==> config.mk <==
export PLATFORM = sky130hd
export DESIGN_NAME = mem_access_stage
export DESIGN_NICKNAME = d
export VERILOG_FILES = /design/src/rtl/mem_stage_pkg.sv /design/src/rtl/mem_align.sv /design/src/rtl/mem_access_stage.sv
export SDC_FILE = /design/constraint.sdc
export NUM_CORES = 1
export LEC_CHECK = 0
export CAP_MARGIN = 25
export CORE_MARGIN = 10
export CORE_UTILIZATION = 45
export CTS_CLUSTER_DIAMETER = 50
export DETAILED_ROUTE_END_ITERATION = 8
export PLACE_DENSITY = 0.85
export SLEW_MARGIN = 20
export SYNTH_ARGS = -nofsm -noshare
export SYNTH_HDL_FRONTEND = slang
export SYNTH_SLANG_ARGS = --single-unit
==> constraint.sdc <==
create_clock -name clk -period 4 [get_ports clk]
set_input_delay 0.6 -clock clk [delete_from_list [all_inputs] [get_ports clk]]
set_output_delay 0.6 -clock clk [all_outputs]
set_load 0.01 [all_outputs]
==> src/rtl/mem_stage_pkg.sv <==
// Shared definitions for the MEM stage: access-size codes, FSM states and the
// alignment/legality check applied before any data-memory request is issued.
package mem_stage_pkg;

    localparam logic [2:0] F3_BYTE   = 3'b000;
    localparam logic [2:0] F3_HALF   = 3'b001;
    localparam logic [2:0] F3_WORD   = 3'b010;
    localparam logic [2:0] F3_BYTE_U = 3'b100;
    localparam logic [2:0] F3_HALF_U = 3'b101;

    typedef enum logic [1:0] {
        S_IDLE = 2'd0,
        S_REQ  = 2'd1,
        S_WAIT = 2'd2
    } mem_state_t;

    // Stores have no unsigned variants, so funct3[2] set on a store is rejected too.
    function automatic logic access_fault(input logic       is_load,
                                          input logic [2:0] funct3,
                                          input logic [1:0] addr_lo);
        logic fault;
        case (funct3)
            F3_BYTE, F3_BYTE_U: fault = 1'b0;
            F3_HALF, F3_HALF_U: fault = addr_lo[0];
            F3_WORD:            fault = (addr_lo != 2'b00);
            default:            fault = 1'b1;
        endcase
        if (!is_load && funct3[2]) begin
            fault = 1'b1;
        end
        return fault;
    endfunction

endpackage

==> src/rtl/mem_align.sv <==
// Combinational lane steering: store byte enables / replicated write data, and
// load byte/half extraction with sign or zero extension. No state, no backpressure.
module mem_align (
    input  logic [2:0]  funct3,
    input  logic [1:0]  addr_lo,
    input  logic [31:0] st_data,
    input  logic [31:0] ld_word,
    output logic [3:0]  st_be,
    output logic [31:0] st_wdata,
    output logic [31:0] ld_data
);
    import mem_stage_pkg::*;

    logic [7:0]  ld_byte;
    logic [15:0] ld_half;

    always_comb begin
        st_be    = 4'b1111;
        st_wdata = st_data;
        ld_byte  = ld_word[{addr_lo, 3'b000} +: 8];
        ld_half  = addr_lo[1] ? ld_word[31:16] : ld_word[15:0];

        case (funct3[1:0])
            2'b00: begin
                st_be    = 4'b0001 << addr_lo;
                st_wdata = {4{st_data[7:0]}};
            end
            2'b01: begin
                st_be    = addr_lo[1] ? 4'b1100 : 4'b0011;
                st_wdata = {2{st_data[15:0]}};
            end
            default: begin
                st_be    = 4'b1111;
                st_wdata = st_data;
            end
        endcase

        case (funct3)
            F3_BYTE:   ld_data = {{24{ld_byte[7]}}, ld_byte};
            F3_BYTE_U: ld_data = {24'd0, ld_byte};
            F3_HALF:   ld_data = {{16{ld_half[15]}}, ld_half};
            F3_HALF_U: ld_data = {16'd0, ld_half};
            default:   ld_data = ld_word;
        endcase
    end

endmodule

==> src/rtl/mem_access_stage.sv <==
// RV32I MEM stage: 1-cycle ALU pass-through, stores >= 2 cycles, loads >= 3 cycles.
// Holds upstream via mem_stall while a data-memory request or response is outstanding.
module mem_access_stage #(
    parameter int DATA_WIDTH     = 32,
    parameter int REG_ADDR_WIDTH = 5
) (
    input  logic                        clk,
    input  logic                        rst_n,
    input  logic                        ex_mem_valid,
    input  logic [REG_ADDR_WIDTH-1:0]   ex_mem_rd,
    input  logic [DATA_WIDTH-1:0]       ex_mem_alu_result,
    input  logic [DATA_WIDTH-1:0]       ex_mem_rs2_data,
    input  logic                        ex_mem_reg_write,
    input  logic                        ex_mem_mem_read,
    input  logic                        ex_mem_mem_write,
    input  logic [2:0]                  ex_mem_funct3,
    output logic                        dmem_req_valid,
    input  logic                        dmem_req_ready,
    output logic [DATA_WIDTH-1:0]       dmem_addr,
    output logic                        dmem_we,
    output logic [DATA_WIDTH/8-1:0]     dmem_be,
    output logic [DATA_WIDTH-1:0]       dmem_wdata,
    input  logic                        dmem_rsp_valid,
    input  logic [DATA_WIDTH-1:0]       dmem_rdata,
    output logic                        mem_stall,
    output logic                        mem_wb_valid,
    output logic [REG_ADDR_WIDTH-1:0]   mem_wb_rd,
    output logic                        mem_wb_reg_write,
    output logic [DATA_WIDTH-1:0]       mem_wb_result,
    output logic                        misalign_exc
);
    import mem_stage_pkg::*;

    mem_state_t                  state_q, state_d;
    logic [DATA_WIDTH-1:0]       addr_q, addr_d;
    logic [DATA_WIDTH-1:0]       data_q, data_d;
    logic [2:0]                  funct3_q, funct3_d;
    logic [REG_ADDR_WIDTH-1:0]   rd_q, rd_d;
    logic                        reg_write_q, reg_write_d;
    logic                        store_q, store_d;
    logic                        wb_valid_q, wb_valid_d;
    logic [REG_ADDR_WIDTH-1:0]   wb_rd_q, wb_rd_d;
    logic                        wb_reg_write_q, wb_reg_write_d;
    logic [DATA_WIDTH-1:0]       wb_result_q, wb_result_d;
    logic                        misalign_q, misalign_d;
    logic                        stall;
    logic                        is_mem, fault;
    logic [DATA_WIDTH/8-1:0]     align_be;
    logic [DATA_WIDTH-1:0]       align_wdata, align_ld;

    assign is_mem = ex_mem_mem_read | ex_mem_mem_write;
    assign fault  = access_fault(ex_mem_mem_read, ex_mem_funct3, ex_mem_alu_result[1:0]);

    mem_align u_align (
        .funct3   (funct3_q),
        .addr_lo  (addr_q[1:0]),
        .st_data  (data_q),
        .ld_word  (dmem_rdata),
        .st_be    (align_be),
        .st_wdata (align_wdata),
        .ld_data  (align_ld)
    );

    always_comb begin
        state_d        = state_q;
        addr_d         = addr_q;
        data_d         = data_q;
        funct3_d       = funct3_q;
        rd_d           = rd_q;
        reg_write_d    = reg_write_q;
        store_d        = store_q;
        wb_valid_d     = 1'b0;
        wb_rd_d        = wb_rd_q;
        wb_reg_write_d = 1'b0;
        wb_result_d    = wb_result_q;
        misalign_d     = 1'b0;
        stall          = 1'b0;

        case (state_q)
            S_IDLE: begin
                if (ex_mem_valid) begin
                    if (!is_mem) begin
                        wb_valid_d     = 1'b1;
                        wb_rd_d        = ex_mem_rd;
                        wb_reg_write_d = ex_mem_reg_write & (ex_mem_rd != '0);
                        wb_result_d    = ex_mem_alu_result;
                    end else if (fault) begin
                        // Faulting address is reported in the result field.
                        wb_valid_d  = 1'b1;
                        wb_rd_d     = ex_mem_rd;
                        wb_result_d = ex_mem_alu_result;
                        misalign_d  = 1'b1;
                    end else begin
                        addr_d      = ex_mem_alu_result;
                        data_d      = ex_mem_rs2_data;
                        funct3_d    = ex_mem_funct3;
                        rd_d        = ex_mem_rd;
                        reg_write_d = ex_mem_reg_write;
                        store_d     = ex_mem_mem_write;
                        stall       = 1'b1;
                        state_d     = S_REQ;
                    end
                end
            end
            S_REQ: begin
                stall = !(store_q && dmem_req_ready);
                if (dmem_req_ready) begin
                    if (store_q) begin
                        wb_valid_d  = 1'b1;
                        wb_rd_d     = rd_q;
                        wb_result_d = addr_q;
                        state_d     = S_IDLE;
                    end else begin
                        state_d = S_WAIT;
                    end
                end
            end
            S_WAIT: begin
                stall = !dmem_rsp_valid;
                if (dmem_rsp_valid) begin
                    wb_valid_d     = 1'b1;
                    wb_rd_d        = rd_q;
                    wb_reg_write_d = reg_write_q & (rd_q != '0);
                    wb_result_d    = align_ld;
                    state_d        = S_IDLE;
                end
            end
            default: state_d = S_IDLE;
        endcase
    end

    // rst_n is active-high despite its name.
    always_ff @(posedge clk) begin
        if (rst_n) begin
            state_q        <= S_IDLE;
            addr_q         <= '0;
            data_q         <= '0;
            funct3_q       <= '0;
            rd_q           <= '0;
            reg_write_q    <= 1'b0;
            store_q        <= 1'b0;
            wb_valid_q     <= 1'b0;
            wb_rd_q        <= '0;
            wb_reg_write_q <= 1'b0;
            wb_result_q    <= '0;
            misalign_q     <= 1'b0;
        end else begin
            state_q        <= state_d;
            addr_q         <= addr_d;
            data_q         <= data_d;
            funct3_q       <= funct3_d;
            rd_q           <= rd_d;
            reg_write_q    <= reg_write_d;
            store_q        <= store_d;
            wb_valid_q     <= wb_valid_d;
            wb_rd_q        <= wb_rd_d;
            wb_reg_write_q <= wb_reg_write_d;
            wb_result_q    <= wb_result_d;
            misalign_q     <= misalign_d;
        end
    end

    assign dmem_req_valid   = (state_q == S_REQ);
    assign dmem_addr        = dmem_req_valid ? {addr_q[DATA_WIDTH-1:2], 2'b00} : '0;
    assign dmem_we          = dmem_req_valid & store_q;
    assign dmem_be          = dmem_req_valid ? align_be : '0;
    assign dmem_wdata       = dmem_req_valid ? align_wdata : '0;
    assign mem_stall        = stall & ~rst_n;
    assign mem_wb_valid     = wb_valid_q;
    assign mem_wb_rd        = wb_rd_q;
    assign mem_wb_reg_write = wb_reg_write_q;
    assign mem_wb_result    = wb_result_q;
    assign misalign_exc     = misalign_q;

endmodule

==> results.cfg <==
[status]
status = finished, final reports clean

[yosys]
synth-async-reset-ratio = 0
synthSimpleGateAreaFrac = 0.3038
syn_inst = 871
avgSynthCellArea_um2 = 7.410
syn_area_mm2 = 0.006454
seq_area_frac_synth = 0.3598
synth_xor_area_frac = 0
synth_adder_area_share = 0.007755
synth_cell_types = 55
synth_compound_area_frac = 0.1997
yosys_warnings = 0
synth_top_family_by_area = simple AND/OR/NAND/NOR gates
yosysTopAreaCellShare = 0.3598
synth_top_cells_by_area = dfxtp_1 (36%), nand2_1 (14%), a21oi_1 (9.9%), mux2i_1 (3.3%), nor3_2 (3.3%)
ys_seq_elements = 116
synthFlopType = dfxtp_1
synth_largest_area_cell = dfxtp_1
synth_edf_count = 0
synthMuxAreaShare = 0.05525

[grt]
grt_pass1_wl_um = 37780
grt_pass1_vias = 6778
grt_use_met3 = 0.1102
antenna_found_initial = 0
grt_max_degree = 87
grt_use_total = 0.2370
grt_most_used_layer = met2
grt_util_met1 = 0.2664
grt_use_met2 = 0.3846
gr-total-overflow = 0

[layout]
ff_latch_area_mm2 = 0.002323
final_common_cell = nand2_1
layout-drive-gt1-share = 0.08475
fin_cells = 1242
diodes = 0
syn2layout_area_growth_pct = 43.68
final_cell_mix = nand2_1 (233), clkdlybuf4s50_1 (219), a21oi_1 (128), dfxtp_1 (115), nor2_1 (46)
final_net_count = 1166
fill_cells = 1160
multi_input_area_mm2 = 0.003680
final_area_mm2 = 0.009273
finish.utilization = 0.6629

[critical_path]
cp-start-kind = flop
r2r_setup_slack_ns = 1.46
crit_arrival_ns = 2.79
reg2reg_depth = 8
critPathMaxStageDelay_ns = 0.82
critPathSlowestCell = dfxtp_1
reg2reg_to = mem_wb_rd[3]
worst-setup-path-type = flop to primary output
critical_path_buf_inv_count = 2
crit_chain = buf_4 > or2_2 > nand2_1 > a21boi_0 > clkdlybuf4s50_1
cp_max_fo = 24
end_kind = primary output
rr_startpoint = state_q[1]
cp.required_ns = 3.40
crit_family = buffers and inverters

[min_path]
hold_class = flop to flop
hold-path-endpoint = addr_q[5]
hp-start = addr_q[5]
whs_path_depth = 2

[clock_tree]
cts_resized = 0
cts_setup_buffers = 0
cts_max_level = 4
ctsHoldBuffers = 0
insertion_delay_ns = 0.42
cts_tree = yes
root_buffer = clkbuf_16
cts_made_buffers = 17
cts_buffer_depth = 2
path_clk_slew_ns = 0.05
clkSinkCount = 116

[timing]
min_period_ns = 3.394
fmax_ghz = 0.2947
rsz0062_at_grt = false
post-route-period-util = 0.8485
clock_skew_ns = 0.008706
tightest_slew_ns = 1.018
setup-tns-final_ns = 0
slew_headroom = 0.3211
drv_slew = 0
hold_viol = 0
finalSetupViolations = 0
timing.final.ws_setup_ns = 0.6062

[flow_run]
maxCapViolCount = 0

[floorplan]
core_area_mm2 = 0.01399
rows = 43
pin_count = 223
die_w_um = 139.8
initial_core_util = 0.4614
die_area_mm2 = 0.01953
die_y_um = 139.8

[pwr]
power_density_mw_per_mm2 = 397.7
ir_worst_vdd_uv = 347.8
p_leak_uw = 0.003367

[detailed_routing]
vias = 6960
ant_nets = 0
dr.pass1.iters = 6
drc = 0
wl_um = 23960
vias_per_cell = 5.604
drtIter0Drc = 535
wl_per_cell_um = 19.29

[place]
gp_congestion = 0.8596
placed_cells = 1209
place_ws_ns = 0.8341
numPortBuffers = 220
placedInstanceArea_mm2 = 0.008621
dp_hpwl_um = 16760
==> final cells by class <==
| class | instances | share of cell area |
|---|---|---|
| Inverter | 26 | 0.01052 |
| Multi-Input combinational cell | 656 | 0.3968 |
| Timing Repair Buffer | 233 | 0.2499 |
| Clock inverter | 11 | 0.01970 |
| Tap cell | 180 | 0.02429 |
| Clock buffer | 20 | 0.04817 |
| Sequential cell | 116 | 0.2506 |
==> cell families after synthesis <==
| group | count (synthesis) |
|---|---|
| fa+ha+maj | 4 |
| buf+inv | 100 |
| mux | 32 |
| flops | 116 |
| simple gates | 412 |
| other cells | 1 |
| compound gates | 206 |
==> per-stage QoR <==
| step | total power, uW | hold WS [ns] |
|---|---|---|
| 6_report | 3688 | 0.4500 |
| 5_1_grt | 3825 | 0.4719 |
| 4_1_cts | 3696 | 0.4505 |
| 3_5_place_dp | 2049 | 0.4433 |
| 3_3_place_gp | 2035 | 0.4373 |
| 2_1_floorplan | 1711 | 0.4317 |
==> how the worst max path moves through the flow <==
| stage | slack [ns] | to | start | cells after the start |
|---|---|---|---|---|
| after floorplan | 1.66 | mem_stall | ex_mem_funct3[0] | 5 |
| after global placement | 0.88 | mem_stall | ex_mem_funct3[2] | 6 |
| after detailed placement | 0.83 | mem_stall | ex_mem_funct3[2] | 6 |
| after CTS | 0.59 | dmem_wdata[13] | funct3_q[0] | 5 |
| after global routing | 0.43 | dmem_wdata[13] | funct3_q[0] | 5 |
| final | 0.61 | dmem_wdata[13] | funct3_q[0] | 5 |
==> synth_stat cells (2+ instances only) <==
cell,count
o211ai_1,6
buf_1,4
or4_1,2
a21boi_0,8
inv_1,26
or2_2,2
a221o_1,6
nor2b_1,17
o21a_1,4
a211oi_1,6
buf_2,29
buf_4,4
and2_1,25
a31oi_1,8
o2111ai_1,11
nand2b_1,11
nand3_1,3
a32o_1,7
mux2i_1,21
nor3_1,31
o21ai_0,9
dfxtp_1,116
nor3_2,21
mux2_4,3
nand4_1,7
a21oi_1,128
mux2_2,7
ha_1,4
nor2_1,46
and3b_1,7
clkbuf_1,31
nand2_1,233
buf_6,6
==> routing by layer <==
layer	part of all wire	up-vias
li1	-	3315
met1	0.38	3241
met2	0.47	355
met3	0.13	49
met4	0.029	0
met5	0	-
==> registers in the layout, summed over array words and instances (netlist names) <==
| register | count |
|---|---|
| data_q | 32 |
| mem_wb_reg_write | 1 |
| mem_wb_result | 32 |
| store_q | 1 |
| reg_write_q | 1 |
| mem_wb_valid | 1 |
| mem_wb_rd | 5 |
| funct3_q | 3 |
| state_q | 2 |
| rd_q | 5 |
| misalign_exc | 1 |
| addr_q | 32 |
==> worst reg2reg max path, stage by stage, from the launching register on <==
cell and delay, ns:
dfxtp_1 0.36, inv_1 0.08, ha_2 0.38, a21bo_2 0.30, and4b_1 0.26, o31a_2 0.42
buf_4 0.37, nor2_1 0.09, a211oi_1 0.20
==> where the power goes <==
| part | switching, uW | leakage [uW] | internal (uW) |
|---|---|---|---|
| combinational | 390 | 0.00211 | 352 |
| sequential | 54.5 | 0.000948 | 1240 |
| clock | 542 | 0.000309 | 1110 |
| total | 986 | 0.00337 | 2700 |
(Power assumes the default switching activity.)
